### src/rtl/eth_tx_scheduler_pkg.sv
// rtl/eth_tx_scheduler_pkg.sv - shared state/grant encodings and defaults for eth_tx_scheduler
//
// Package eth_tx_sched_defs:
//   DATA_WIDTH_DEF  : default word width of FIFO, status and ethernet data
//   FLUSH_WORDS_DEF : default push count that forces a flush
//   state_t         : scheduler FSM states
//   grant_t         : which requester received the most recent push
package eth_tx_sched_defs;

    localparam int DATA_WIDTH_DEF  = 48;
    localparam int FLUSH_WORDS_DEF = 32;

    typedef enum logic [2:0] {
        IDLE        = 3'd0,
        FIFO_RD     = 3'd1,
        FIFO_WAIT   = 3'd2,
        PUSH_SAMPLE = 3'd3,
        PUSH_STATUS = 3'd4,
        FLUSH       = 3'd5
    } state_t;

    typedef enum logic {
        GRANT_SAMPLE = 1'b0,
        GRANT_STATUS = 1'b1
    } grant_t;

endpackage

### src/rtl/eth_tx_flush_policy.sv
// rtl/eth_tx_flush_policy.sv - pending-word counter and flush decision for eth_tx_scheduler
//
// Optional feature macro: ETH_TX_SCHED_TIMEOUT_FLUSH_EN (idle timeout flush).
//
// Ports:
//   clk, rst_n     : clock, asynchronous active-low reset
//   push           : a word is pushed to ethernet at this edge
//   flush          : a flush is issued at this edge
//   idle_wait      : scheduler sits in IDLE this cycle without granting anything
//   words_pending  : words pushed since the last flush (saturates at FLUSH_WORDS)
//   at_limit       : words_pending == FLUSH_WORDS, no further push may be granted
//   flush_due      : a flush should be taken as soon as ethernet is available
module eth_tx_flush_policy #(
    parameter int FLUSH_WORDS    = 32,
    parameter int TIMEOUT_CYCLES = 50000
) (
    input  logic       clk,
    input  logic       rst_n,
    input  logic       push,
    input  logic       flush,
    input  logic       idle_wait,
    output logic [7:0] words_pending,
    output logic       at_limit,
    output logic       flush_due
);

    localparam logic [7:0] LIMIT = 8'(FLUSH_WORDS);

    always_ff @(posedge clk or negedge rst_n) begin
        if (!rst_n) begin
            words_pending <= 8'd0;
        end else if (flush) begin
            words_pending <= 8'd0;
        end else if (push && (words_pending != LIMIT)) begin
            words_pending <= words_pending + 8'd1;
        end
    end

    assign at_limit = (words_pending == LIMIT);

`ifdef ETH_TX_SCHED_TIMEOUT_FLUSH_EN
    localparam int              TW      = $clog2(TIMEOUT_CYCLES + 1);
    localparam logic [TW-1:0]   TO_LAST = TW'(TIMEOUT_CYCLES - 1);

    logic [TW-1:0] idle_cnt;

    // Holds at TO_LAST while ethernet is busy so the flush fires once it frees up.
    always_ff @(posedge clk or negedge rst_n) begin
        if (!rst_n) begin
            idle_cnt <= '0;
        end else if (push || flush) begin
            idle_cnt <= '0;
        end else if (idle_wait && (words_pending != 8'd0) && (idle_cnt != TO_LAST)) begin
            idle_cnt <= idle_cnt + 1'b1;
        end
    end

    assign flush_due = at_limit || ((words_pending != 8'd0) && (idle_cnt == TO_LAST));
`else
    logic unused_policy_in;
    assign unused_policy_in = idle_wait | (TIMEOUT_CYCLES > 0);

    assign flush_due = at_limit;
`endif

endmodule

### src/rtl/eth_tx_scheduler.sv
// rtl/eth_tx_scheduler.sv - arbitrates FIFO samples and status words into the wiznet5500 TX path
//
// Optional feature macro: ETH_TX_SCHED_TIMEOUT_FLUSH_EN (idle timeout flush, see eth_tx_flush_policy).
//
// Ports:
//   clk, rst_n           : 50 MHz clock, asynchronous active-low reset
//   fifo_empty           : sample FIFO empty flag
//   fifo_read_enabled    : one-cycle FIFO read strobe
//   fifo_data_out        : FIFO read data
//   fifo_data_out_valid  : FIFO data valid, one cycle after the read strobe
//   status_word          : status payload, stable while status_valid
//   status_valid         : status request level, held until status_ack
//   status_ack           : one-cycle pulse coinciding with the status push
//   eth_available        : wiznet5500 ready
//   eth_data             : wiznet5500 data input (holds between pushes)
//   eth_data_valid       : one-cycle push strobe
//   eth_flush            : one-cycle flush strobe
//   words_pending        : words pushed since the last flush
module eth_tx_scheduler
    import eth_tx_sched_defs::*;
#(
    parameter int DATA_WIDTH     = DATA_WIDTH_DEF,
    parameter int FLUSH_WORDS    = FLUSH_WORDS_DEF,
    parameter int TIMEOUT_CYCLES = 50000
) (
    input  logic                  clk,
    input  logic                  rst_n,
    input  logic                  fifo_empty,
    output logic                  fifo_read_enabled,
    input  logic [DATA_WIDTH-1:0] fifo_data_out,
    input  logic                  fifo_data_out_valid,
    input  logic [DATA_WIDTH-1:0] status_word,
    input  logic                  status_valid,
    output logic                  status_ack,
    input  logic                  eth_available,
    output logic [DATA_WIDTH-1:0] eth_data,
    output logic                  eth_data_valid,
    output logic                  eth_flush,
    output logic [7:0]            words_pending
);

    state_t                state;
    grant_t                last_grant;
    logic [DATA_WIDTH-1:0] sample_buf;
    logic                  buf_valid;

    logic at_limit;
    logic flush_due;

    // status_valid is still high in the cycle the source first sees status_ack,
    // so a request is ignored while our own ack is on the wire.
    logic status_req;
    logic in_idle;
    logic take_flush;
    logic take_status;
    logic take_fifo;
    logic idle_wait;
    logic push_sample;
    logic push_status;

    assign status_req  = status_valid && !status_ack;
    assign in_idle     = (state == IDLE);
    assign take_flush  = in_idle && flush_due && eth_available;
    assign take_status = in_idle && !take_flush && !at_limit && status_req &&
                         ((last_grant == GRANT_SAMPLE) || fifo_empty);
    assign take_fifo   = in_idle && !take_flush && !at_limit && !take_status && !fifo_empty;
    assign idle_wait   = in_idle && !take_flush && !take_status && !take_fifo;
    assign push_sample = (state == PUSH_SAMPLE) && eth_available && buf_valid;
    assign push_status = (state == PUSH_STATUS) && eth_available;

    always_ff @(posedge clk or negedge rst_n) begin
        if (!rst_n) begin
            state             <= IDLE;
            last_grant        <= GRANT_SAMPLE;
            sample_buf        <= '0;
            buf_valid         <= 1'b0;
            fifo_read_enabled <= 1'b0;
            eth_data          <= '0;
            eth_data_valid    <= 1'b0;
            status_ack        <= 1'b0;
            eth_flush         <= 1'b0;
        end else begin
            fifo_read_enabled <= 1'b0;
            eth_data_valid    <= 1'b0;
            status_ack        <= 1'b0;
            eth_flush         <= 1'b0;
            case (state)
                IDLE: begin
                    if (take_flush) begin
                        state <= FLUSH;
                    end else if (take_status) begin
                        state <= PUSH_STATUS;
                    end else if (take_fifo) begin
                        state             <= FIFO_RD;
                        fifo_read_enabled <= 1'b1;
                    end
                end
                FIFO_RD: begin
                    state <= FIFO_WAIT;
                end
                FIFO_WAIT: begin
                    // No timeout and no second strobe: the FIFO always answers a read.
                    if (fifo_data_out_valid) begin
                        sample_buf <= fifo_data_out;
                        buf_valid  <= 1'b1;
                        state      <= PUSH_SAMPLE;
                    end
                end
                PUSH_SAMPLE: begin
                    if (push_sample) begin
                        eth_data       <= sample_buf;
                        eth_data_valid <= 1'b1;
                        buf_valid      <= 1'b0;
                        last_grant     <= GRANT_SAMPLE;
                        state          <= IDLE;
                    end
                end
                PUSH_STATUS: begin
                    if (push_status) begin
                        eth_data       <= status_word;
                        eth_data_valid <= 1'b1;
                        status_ack     <= 1'b1;
                        last_grant     <= GRANT_STATUS;
                        state          <= IDLE;
                    end
                end
                FLUSH: begin
                    eth_flush <= 1'b1;
                    state     <= IDLE;
                end
                default: begin
                    state <= IDLE;
                end
            endcase
        end
    end

    eth_tx_flush_policy #(
        .FLUSH_WORDS    (FLUSH_WORDS),
        .TIMEOUT_CYCLES (TIMEOUT_CYCLES)
    ) u_flush_policy (
        .clk           (clk),
        .rst_n         (rst_n),
        .push          (push_sample || push_status),
        .flush         (state == FLUSH),
        .idle_wait     (idle_wait),
        .words_pending (words_pending),
        .at_limit      (at_limit),
        .flush_due     (flush_due)
    );

endmodule

### config.mk
export PLATFORM = sky130hd
export DESIGN_NAME = eth_tx_scheduler
export DESIGN_NICKNAME = d
export VERILOG_FILES = /design/src/rtl/eth_tx_scheduler_pkg.sv /design/src/rtl/eth_tx_flush_policy.sv /design/src/rtl/eth_tx_scheduler.sv
export SDC_FILE = /design/constraint.sdc
export NUM_CORES = 1
export LEC_CHECK = 0
export CAP_MARGIN = 10
export CORE_MARGIN = 5
export CORE_UTILIZATION = 35
export CTS_CLUSTER_DIAMETER = 100
export DETAILED_ROUTE_END_ITERATION = 10
export PLACE_DENSITY = 0.65
export SLEW_MARGIN = 20
export SYNTH_ARGS = -nofsm -noshare
export SYNTH_HDL_FRONTEND = slang
export SYNTH_SLANG_ARGS = --single-unit
### constraint.sdc
create_clock -name clk -period 1.8 [get_ports clk]
set_clock_uncertainty 0.05 [all_clocks]
set_input_delay 0.18 -clock clk [delete_from_list [all_inputs] [get_ports clk]]
set_output_delay 0.18 -clock clk [all_outputs]
set_load 0.05 [all_outputs]
# Word-level counts from Yosys, hierarchy flattened

Cells that the tools add are included.

Bitwise operators: 1
Mux-type cells: 26
Reductions and logical operators: 28
Equal/unequal tests: 11
Add/subtract/negate cells: 1

Operators by type and width:

| operator                                      | count |
|---|---|
| two-way mux 48 bit                            | 2 |
| one-hot mux 48 bit (2 select lines)           | 1 |
| two-way mux 3 bit                             | 6 |
| two-way mux 8 bit                             | 2 |
| one-hot mux 3 bit (5 select lines)            | 1 |
| logical AND 1 bit                             | 13 |
| two-way mux 1 bit                             | 11 |
| adder 8 x 1 -> 8 bit, second input constant   | 1 |
| == test 8 x 6 -> 1 bit, second input constant | 1 |
| != test 8 x 6 -> 1 bit, second input constant | 1 |
| == test 3 x 2 -> 1 bit, second input constant | 2 |
| == test 3 bit, second input constant          | 2 |
| != test 2 bit, second input constant          | 3 |
| one-hot mux 1 bit (2 select lines)            | 3 |
| AND reduction 3 bit                           | 2 |
| nonzero test 2 bit                            | 3 |
| zero test 1 bit                               | 5 |
| != test 4 x 1 -> 1 bit, second input constant | 1 |
| AND reduction 4 bit                           | 1 |
| == test 3 x 1 -> 1 bit, second input constant | 1 |
| zero test 3 bit                               | 1 |
| logical OR 1 bit                              | 2 |
| AND reduction 2 bit                           | 1 |
| NOT 1 bit                                     | 1 |

Bits in registers: 113
Input port bits: 102
Output and inout port bits: 60
Logic and storage cells: 77

# Longest topological paths before layout

Gate-level depths: netlist of run 1.

Depth after elaboration: 15
Mapped depth: 8
Gate-level depth less buffers: 5

# Modules after synthesis

From an unflattened synthesis of run 1, not the netlist that was laid out.

Cells, all modules: 351
Area, all modules: 5086.1 um2

By module, submodules not included:

| module              | cells each | times used | sequential area each (um2) | area each (um2) |
|---|---|---|---|---|
| eth_tx_scheduler    | 305        | 1          | 2627.5                     | 4633.2 |
| eth_tx_flush_policy | 46         | 1          | 200.2                      | 452.9 |

# Worst setup path after synthesis of run 1

OpenSTA, ideal clock, no wires.

Kind: reg-to-reg
Start: register u_flush_policy.words_pending[0]
End: register state[0]
Stages on the path, launching flop included: 7
Data required time: 1.651 ns
Arrival: 1.840 ns
Setup time: 0.099 ns
Path slack: -0.189 ns
Buffers on the path: 1
Cell sequence: dfrtp_1 -> inv_1 -> ha_1 -> and3_1 -> buf_2 -> or3_1 -> a311oi_1

Cells in the longest elaborated chain, start to end: 13
Elaborated cells on any way between the ends: 17
Classes of those cells: 2 x eq/ne; 3 x mux; 12 x reduce/logical

Ends and longest elaborated chain:

| element                          | RTL line                                       | source |
|---|---|---|
| start: declaration               | eth_tx_flush_policy.sv:22                      | `output logic [7:0] words_pending,` |
| start signal: assignment         | eth_tx_flush_policy.sv:35                      | `words_pending <= words_pending + 8'd1;` |
| == test 8 x 6 -> 1 bit *         | eth_tx_flush_policy.sv:39                      | `assign at_limit = (words_pending == LIMIT);` |
| logical AND 1 bit (2 in series)  | eth_tx_scheduler.sv:63                         | `assign take_flush = in_idle && flush_due && eth_available;` |
| zero test 1 bit                  | --                                             |  |
| logical AND 1 bit                | --                                             |  |
| logical AND 1 bit                | eth_tx_scheduler.sv:64, eth_tx_scheduler.sv:66 |  |
| logical AND 1 bit (2 in series)  | eth_tx_scheduler.sv:64                         | `assign take_status = in_idle && !take_flush && !at_limit && status_req &&` |
| zero test 1 bit                  | --                                             |  |
| logical AND 1 bit (2 in series)  | eth_tx_scheduler.sv:66                         | `assign take_fifo = in_idle && !take_flush && !at_limit && !take_status && !fifo_empty;` |
| != test 4 x 1 -> 1 bit (no line) | --                                             |  |
| AND reduction 4 bit (no line)    | --                                             |  |
| end signal: assignment           | eth_tx_scheduler.sv:73                         | `state <= IDLE;` |
| end signal: assignment           | eth_tx_scheduler.sv:90                         | `state <= FLUSH;` |
| end signal: assignment           | eth_tx_scheduler.sv:92                         | `state <= PUSH_STATUS;` |
| end: declaration                 | eth_tx_scheduler.sv:42                         | `state_t state;` |

Mark *: on every way between the ends. The rest lies on a longest branch, timed or not.
A chain may end at the register's enable or synchronous reset.

# Worst setup path after layout of run 1

Start: register fifo_read_enabled
End: output fifo_read_enabled

RTL lines:

| element                  | RTL line               | source |
|---|---|---|
| start: declaration       | eth_tx_scheduler.sv:29 | `output logic fifo_read_enabled,` |
| start signal: assignment | eth_tx_scheduler.sv:77 | `fifo_read_enabled <= 1'b0;` |
| start signal: assignment | eth_tx_scheduler.sv:83 | `fifo_read_enabled <= 1'b0;` |
| start signal: assignment | eth_tx_scheduler.sv:95 | `fifo_read_enabled <= 1'b1;` |

No word-level cell between the ends.

==> impl_metrics.env, run 1 <==
export IMPL_status="complete, no violations"
export IMPL_period_minus_slack_ns=1.735
export IMPL_crit_arrival_ns=1.51
export IMPL_dieArea_mm2=0.01642
export IMPL_synthCells=405
export IMPL_synth_warnings=0
export IMPL_synthesis_nets=509
export IMPL_synth_area_leader_cell="dfrtp_1"
export IMPL_wire_per_inst_um=16.06
export IMPL_min_path_type="input port to asynchronous set/reset pin"
export IMPL_io_pins=162
export IMPL_grt_pass1_vias=4034
export IMPL_grt_overflow_total=0
export IMPL_synthTopCellsByArea="dfrtp_1, mux2_2, mux2i_1"
export IMPL_hold_viol=0
export IMPL_die_width_um=128.1
export IMPL_fin_cells=781
export IMPL_cts_inserted_buffers=17
export IMPL_slew_headroom=0.6550
export IMPL_ys_seq_area_frac=0.5789
export IMPL_p_leak_nw=3.399
export IMPL_die_h_um=128.1
export IMPL_cp_slowest_cell="clkdlybuf4s50_1"
export IMPL_placed_area_mm2=0.006862
export IMPL_rsz0062_at_grt="no"
export IMPL_ant_nets=0
export IMPL_fillers=1243
export IMPL_row_count=43
export IMPL_cts_root_buf="clkbuf_16"
export IMPL_end_kind="output port"
export IMPL_cp_start_kind="register"
export IMPL_powerDensity_mw_per_mm2=844.8
export IMPL_multi_input_area_mm2=0.001878
export IMPL_vias=3741
export IMPL_grt_start_max_net_pins=45
export IMPL_max_stage_delay_ns=0.79
export IMPL_finalMaxSlewViolations=0
export IMPL_firstDrtPassIters=4
export IMPL_cts_tree="built"
export IMPL_ys_flop_type="dfrtp_1"
export IMPL_crit_chain="clkdlybuf4s50_1"
export IMPL_clockBufferDepth=2
export IMPL_synth_area_per_cell_um2=12.06
export IMPL_start_util=0.3547
export IMPL_port_buffers=161
export IMPL_regArea_mm2=0.002838
export IMPL_max_freq_mhz=576.3
export IMPL_fin_area_mm2=0.007406
export IMPL_synth_edf_count=0
export IMPL_grt_usage=0.1581
export IMPL_htreeDepth=4
export IMPL_post_route_period_util=0.9639
export IMPL_hpwlAfterDp_um=9279
export IMPL_path_buf_inv=1
export IMPL_diodes=0
export IMPL_cts_sinks=113
export IMPL_drive_above_1_share=0.2230
export IMPL_cp_max_fo=1
export IMPL_routabilityCongestion=0.8540
export IMPL_core_area_mm2=0.01377
export IMPL_cts_clk_slew_worst_paths_ns=0.05
export IMPL_fin_nets=692
export IMPL_synth_top_cell_area_share=0.5789
export IMPL_dp_cells=747
export IMPL_post_route_util=0.5377
export IMPL_drt_iter0_drc=161
export IMPL_syn_cell_area_mm2=0.004885
export IMPL_ys_seq_elements=113
export IMPL_worstMarginPinSlew_ns=0.5196
export IMPL_cp_required_ns=1.57
export IMPL_setup_viol=0
export IMPL_grt_pass1_wl_um=20240
export IMPL_routed_via_density=4.790
export IMPL_finalPower_w=0.006257
export IMPL_drc=0
export IMPL_area_growth_pct=51.61
export IMPL_cap_violations=0
export IMPL_synthArstFlopShare=1.000
export IMPL_worst_setup_path_type="register to output port"
export IMPL_crit_family="buffers and inverters"
export IMPL_antenna_found_initial=0
export IMPL_wl_um=12550
export IMPL_ir_drop_v=0.0005965
export IMPL_ys_types=36
export IMPL_clock_latency_ns=0.41
placed cells by master, fill, tap and decap left out, drive strengths merged, types with 6 or more instances in the layout:
master,count
mux2,48
o21ai,53
inv,9
clkinv,8
clkbuf,21
nand2,57
a21oi,6
mux2i,48
buf,41
nor2,6
dfrtp,113
dlygate4sd2,48
clkdlybuf4s50,101
worst paths after layout:
kind / from / endpoint / slack, ns / cells past startpoint
min reg2reg: eth_data[43] / eth_data[43] / 0.42 / 2
min: rst_n / eth_data[31] / 0.19 / 2
max reg2reg: state[1] / sample_buf[17] / 0.08 / 4
min in group clk: fifo_data_out[30] / sample_buf[30] / 0.33 / 2
max: fifo_read_enabled / fifo_read_enabled / 0.06 / 1
max in group asynchronous: rst_n / u_flush_policy.words_pending[0] / 0.92 / 3
registers in the layout (all words and copies together), names as in the netlist:
| register | flops |
|---|---|
| fifo_read_enabled | 1 |
| last_grant | 1 |
| buf_valid | 1 |
| u_flush_policy.words_pending | 8 |
| status_ack | 1 |
| eth_data_valid | 1 |
| eth_flush | 1 |
| state | 3 |
| sample_buf | 48 |
| eth_data | 48 |
synth_stat cells, drive strengths merged (3+ instances only):
cell and n:
mux2 48, nand2 57, mux2i 48, o211ai 4, clkbuf 5, buf 22, or3 3, inv 9
and3 3, o21ai 53, dfrtp 113, a21oi 6, nor2 6
metal layers:
metal	part of all wire	vias up	global-route usage
met5	0	-	0
met2	0.51	109	0.2689
met3	0.067	18	0.05542
met1	0.40	1818	0.1820
met4	0.017	0	0.06305
li1	-	1796	-
layout make-up:
type,instances,area share
Clock buffer,21,0.06352
Clock inverter,11,0.01504
Inverter,9,0.004562
Multi-Input combinational cell,256,0.2536
Sequential cell,113,0.3832
Tap cell,180,0.03041
Timing Repair Buffer,191,0.2497
cell families (layout without fill, tap and decap cells):
| group | after synthesis | after routing | share of synthesized area |
|---|---|---|---|
| xor gates and xnor gates | 2 | 2 | 0.003587 |
| DFF | 113 | 113 | 0.5789 |
| adders and majority gates | 2 | 2 | 0.005122 |
| AOI/OAI and AO/OA | 70 | 70 | 0.07838 |
| and+or+nand+nor | 86 | 86 | 0.08505 |
| muxes | 96 | 96 | 0.2090 |
| buffers and inverters | 36 | 232 | 0.03996 |
worst reg2reg max path, delay by kind of cell, from the launching register on:
family,cells,cell delay (ns)
mux,1,0.39
flops,1,0.43
buf+inv,2,0.36
simple gates,1,0.36
power by group:
part	internal, W	total [W]	switching (W)	leakage [nW]
Clock	0.00213	0.00325	0.00112	0.292
Sequential	0.00260	0.00263	0.0000286	1.50
Combinational	0.000263	0.000384	0.000121	1.60
Total	0.00499	0.00626	0.00127	3.40
stage by stage:
step | TNS (ns) | setup slack, ns | hold WS, ns
2_1_floorplan | 0 | 0.002431 | -0.1656
3_3_place_gp | -0.6638 | -0.02798 | 0.07998
3_5_place_dp | -0.7658 | -0.04387 | 0.07865
4_1_cts | 0 | 0.02799 | 0.1723
5_1_grt | 0 | 0.007724 | 0.2075
6_report | 0 | 0.06494 | 0.1908
repair_timing:
action	in CTS	in global routing
hold buffers	1	0
setup endpoints to repair	48	14
setup buffers	0	1
gates cloned	0	0
endpoints found under the hold margin	28	0
gates resized for setup	48	4
pin swaps	0	1
(Power assumes the default switching activity.)
==> inputs of run 2 (changes only) <==
--- a/config.mk
+++ b/config.mk
@@ -11,6 +11,7 @@
 export CTS_CLUSTER_DIAMETER = 100
 export DETAILED_ROUTE_END_ITERATION = 10
 export PLACE_DENSITY = 0.65
+export REMOVE_ABC_BUFFERS = 1
 export SLEW_MARGIN = 20
 export SYNTH_ARGS = -nofsm -noshare
 export SYNTH_HDL_FRONTEND = slang
==> impl_metrics.env, run 2 (synthesized netlist as in run 1, its figures left out) <==
export IMPL_cap_violations=0
export IMPL_row_count=43
export IMPL_dp_cells=744
export IMPL_die_width_um=128.1
export IMPL_max_freq_mhz=573.3
export IMPL_grt_usage=0.1601
export IMPL_wire_per_inst_um=16.12
export IMPL_cts_tree="built"
export IMPL_crit_family="buffers and inverters"
export IMPL_grt_overflow_total=0
export IMPL_ir_drop_v=0.0004427
export IMPL_cp_required_ns=1.57
export IMPL_drc=0
export IMPL_antenna_found_initial=0
export IMPL_status="complete, no violations"
export IMPL_cp_start_kind="register"
export IMPL_p_leak_nw=3.438
export IMPL_period_minus_slack_ns=1.744
export IMPL_htreeDepth=4
export IMPL_largestRegisters="eth_data: 48 flops, sample_buf: 48 flops, u_flush_policy.words_pending: 8 flops"
export IMPL_area_growth_pct=52.31
export IMPL_end_kind="output port"
export IMPL_clockBufferDepth=2
export IMPL_routed_via_density=4.777
export IMPL_cts_root_buf="clkbuf_16"
export IMPL_final_common_cell="dfrtp_1"
export IMPL_start_util=0.3547
export IMPL_core_area_mm2=0.01377
export IMPL_powerDensity_mw_per_mm2=873.4
export IMPL_placed_area_mm2=0.006809
export IMPL_diodes=0
export IMPL_clock_latency_ns=0.40
export IMPL_grt_pass1_vias=4080
export IMPL_hold_viol=0
export IMPL_wl_um=12620
export IMPL_cts_clk_slew_worst_paths_ns=0.05
export IMPL_fin_cells=783
export IMPL_crit_chain="clkdlybuf4s50_1"
export IMPL_cp_max_fo=1
export IMPL_finalMaxSlewViolations=0
export IMPL_post_route_util=0.5402
export IMPL_grt_pass1_wl_um=20710
export IMPL_drive_above_1_share=0.2123
export IMPL_max_stage_delay_ns=0.79
export IMPL_crit_arrival_ns=1.51
export IMPL_die_h_um=128.1
export IMPL_ant_nets=0
export IMPL_post_route_period_util=0.9691
export IMPL_fin_nets=694
export IMPL_cts_inserted_buffers=17
export IMPL_cts_sinks=113
export IMPL_multi_input_area_mm2=0.001877
export IMPL_regArea_mm2=0.002830
export IMPL_fin_area_mm2=0.007440
export IMPL_fillers=1246
export IMPL_io_pins=162
export IMPL_final_cell_mix="dfrtp_1, clkdlybuf4s50_1, nand2_1"
export IMPL_drt_iter0_drc=206
export IMPL_port_buffers=161
export IMPL_worstMarginPinSlew_ns=0.5189
export IMPL_setup_viol=0
export IMPL_firstDrtPassIters=4
export IMPL_path_buf_inv=1
export IMPL_min_path_type="input port to asynchronous set/reset pin"
export IMPL_dieArea_mm2=0.01642
export IMPL_hpwlAfterDp_um=9206
export IMPL_cp_slowest_cell="clkdlybuf4s50_1"
export IMPL_vias=3740
export IMPL_worst_setup_path_type="register to output port"
export IMPL_routabilityCongestion=0.8449
export IMPL_grt_start_max_net_pins=49
export IMPL_slew_headroom=0.6554
-- run 2: cell type report --
| type | instances | area share |
|---|---|---|
| Sequential cell | 113 | 0.3804 |
| Clock inverter | 10 | 0.01749 |
| Timing Repair Buffer | 193 | 0.2486 |
| Multi-Input combinational cell | 256 | 0.2523 |
| Clock buffer | 22 | 0.06643 |
| Inverter | 9 | 0.004541 |
| Tap cell | 180 | 0.03027 |
-- run 2: repair_timing --
action | CTS | global route
resized for setup | 48 | 6
endpoints found under the hold margin | 113 | 0
endpoints found under the setup margin | 49 | 29
pin swaps | 0 | 2
hold buffers | 1 | 0
buffers inserted | 0 | 6
-- run 2: worst paths after layout --
check	slack, ns	to	from	depth (start not counted)
setup / recovery	0.06	fifo_read_enabled	fifo_read_enabled	1
hold / removal	0.15	eth_data[22]	rst_n	2
max in group asynchronous	0.99	state[2]	rst_n	3
setup reg to reg	0.08	u_flush_policy.words_pending[3]	state[2]	5
hold reg to reg	0.42	eth_data[31]	eth_data[31]	2
min in group clk	0.34	sample_buf[4]	fifo_data_out[4]	2
-- run 2: layer usage --
layer	up-vias	global-route usage	share of wire
li1	1791	-	-
met5	-	0	0
met2	114	0.2640	0.51
met3	17	0.05875	0.068
met4	0	0.05368	0.014
met1	1818	0.1941	0.41
-- run 2: report_power, final --
group	internal, W	total (W)	switching, W
registers	0.00260	0.00263	0.0000282
logic	0.000264	0.000383	0.000120
clock network	0.00235	0.00349	0.00114
total	0.00521	0.00650	0.00129
-- run 2: metrics by stage --
step / power (W) / hold slack [ns] / TNS [ns] / setup WS [ns]
3_5_place_dp: 0.003058 / 0.03483 / -0.9386 / -0.05003
3_3_place_gp: 0.003047 / 0.03033 / -0.3553 / -0.01938
6_report: 0.006498 / 0.1523 / 0 / 0.05559
5_1_grt: 0.006754 / 0.1534 / -0.01312 / -0.005412
2_1_floorplan: 0.002742 / -0.1656 / -275.32 / -4.382
4_1_cts: 0.006605 / 0.1329 / 0 / 0.001430
==> inputs of run 3 (changes only) <==
--- a/config.mk
+++ b/config.mk
@@ -7,10 +7,11 @@
 export LEC_CHECK = 0
 export CAP_MARGIN = 10
 export CORE_MARGIN = 5
-export CORE_UTILIZATION = 35
+export CORE_UTILIZATION = 37
 export CTS_CLUSTER_DIAMETER = 100
 export DETAILED_ROUTE_END_ITERATION = 10
-export PLACE_DENSITY = 0.65
+export HOLD_SLACK_MARGIN = 0.08
+export PLACE_DENSITY = 0.67
 export REMOVE_ABC_BUFFERS = 1
 export SLEW_MARGIN = 20
 export SYNTH_ARGS = -nofsm -noshare
==> impl_metrics.env, run 3 (synthesized netlist as in run 1, its figures left out) <==
export IMPL_status="complete, no violations"
export IMPL_wl_um=12520
export IMPL_grt_start_max_net_pins=114
export IMPL_setup_viol=0
export IMPL_drive_above_1_share=0.2033
export IMPL_drt_iter0_drc=201
export IMPL_vias=3751
export IMPL_finalMaxSlewViolations=0
export IMPL_cp_required_ns=2.09
export IMPL_grt_usage=0.1555
export IMPL_cp_depth=6
export IMPL_start_util=0.3733
export IMPL_cts_sinks=113
export IMPL_grt_overflow_total=0
export IMPL_crit_chain="nor3b_4 > buf_4 > o21ai_4 > buf_6 > or4_1 > nand2_1"
export IMPL_cp_max_fo=7
export IMPL_slew_headroom=0.5837
export IMPL_fin_setup_tns_ns=0
export IMPL_dieArea_mm2=0.01560
export IMPL_ant_nets=0
export IMPL_antenna_found_initial=0
export IMPL_p_leak_nw=3.473
export IMPL_r2r_worst_path_cells=6
export IMPL_cts_clk_slew_worst_paths_ns=0.05
export IMPL_die_width_um=124.9
export IMPL_routed_via_density=4.834
export IMPL_cts_root_buf="clkbuf_16"
export IMPL_end_kind="register"
export IMPL_row_count=42
export IMPL_grt_pass1_wl_um=19550
export IMPL_die_h_um=124.9
export IMPL_clockBufferDepth=2
export IMPL_hold_viol=0
export IMPL_firstDrtPassIters=5
export IMPL_cp_slowest_cell="or4_1"
export IMPL_hpwlAfterDp_um=8343
export IMPL_cp_start_kind="register"
export IMPL_area_growth_pct=51.33
export IMPL_period_minus_slack_ns=1.750
export IMPL_worstMarginPinSlew_ns=0.6244
export IMPL_wire_per_inst_um=16.14
export IMPL_final_common_cell="dfrtp_1"
export IMPL_cts_inserted_buffers=17
export IMPL_ir_drop_v=0.0004781
export IMPL_diodes=0
export IMPL_r2r_start="state[1]"
export IMPL_crit_arrival_ns=2.04
export IMPL_largestRegisters="eth_data: 48 flops, sample_buf: 48 flops, u_flush_policy.words_pending: 8 flops"
export IMPL_path_buf_inv=2
export IMPL_post_route_period_util=0.9723
export IMPL_crit_family="simple AND/OR/NAND/NOR gates"
export IMPL_hold_slack_ns=0.3284
export IMPL_post_route_util=0.5649
export IMPL_core_area_mm2=0.01309
export IMPL_drc=0
export IMPL_min_path_type="input port to asynchronous set/reset pin"
export IMPL_htreeDepth=4
export IMPL_fin_nets=691
export IMPL_final_cell_mix="dfrtp_1, clkdlybuf4s50_1, nand2_1"
export IMPL_port_buffers=161
export IMPL_max_stage_delay_ns=0.51
export IMPL_ff2ff_setup_slack_ns=0.05
export IMPL_io_pins=162
export IMPL_cts_tree="built"
export IMPL_powerDensity_mw_per_mm2=842.1
export IMPL_routabilityCongestion=0.7933
export IMPL_max_freq_mhz=571.4
export IMPL_clock_latency_ns=0.41
export IMPL_grt_pass1_vias=3881
export IMPL_cap_violations=0
export IMPL_worst_setup_path_type="register to register"
export IMPL_r2r_end="u_flush_policy.words_pending[3]"
[run 3: worst max-delay path by stage]
stage	start	end	slack, ns
floorplan	state[2]	u_flush_policy.words_pending[3]	-4.38
global placement	fifo_data_out_valid	sample_buf[16]	-0.01
detailed placement	state[0]	eth_data[13]	-0.07
CTS	eth_data[43]	eth_data[43]	0.002
global route	state[0]	u_flush_policy.words_pending[3]	-0.02
finish	state[1]	u_flush_policy.words_pending[3]	0.05
[run 3: area by class of cell]
class                           instances  area (µm²)
Clock buffer                           28       536.8
Clock inverter                          4       45.04
Fill cell                            1125        5693
Inverter                                9       33.78
Multi-Input combinational cell        256        1877
Sequential cell                       113        2831
Tap cell                              176       220.2
Timing Repair Buffer                  190        1848
[run 3: per-layer routing]
metal	global-route usage	wire, µm	vias up
li1	-	-	1793
met1	0.1973	5448	1825
met2	0.2440	6105	115
met3	0.05575	781	18
met4	0.06122	187	0
met5	0	0	-
[run 3: what timing repair did]
| action | 4_1_cts | 5_1_grt |
|---|---|---|
| setup endpoints to repair | 65 | 101 |
| hold endpoints to repair | 113 | 0 |
| buffers inserted | 0 | 9 |
| cloned | 0 | 3 |
| resized for setup | 44 | 11 |
| pin swaps | 0 | 4 |
| hold buffers | 1 | 0 |
[run 3: report_power, final]
group | switching, W | leakage, nW | internal [W] | total (W)
clock network | 0.00108 | 0.290 | 0.00215 | 0.00322
registers | 0.0000278 | 1.51 | 0.00260 | 0.00263
logic | 0.000117 | 1.67 | 0.000258 | 0.000375
[run 3: worst reg2reg max path, delay by kind of cell, from the launching register on]
family | cells | cell delay [ns]
DFF | 1 | 0.45
AOI/OAI and AO/OA | 1 | 0.08
and+or+nand+nor | 3 | 0.82
buffers and inverters | 2 | 0.28
[run 3: through the flow]
step / worst slack, ns / instances / power, W / cell area (µm²)
2_1_floorplan: -4.382 / 378 / 0.002742 / 4723
3_3_place_gp: -0.01087 / 731 / 0.003040 / 6711
3_5_place_dp: -0.06910 / 731 / 0.003048 / 6711
4_1_cts: 0.001642 / 764 / 0.006300 / 7253
5_1_grt: -0.01755 / 776 / 0.006456 / 7392
6_report: 0.04994 / 776 / 0.006225 / 7392
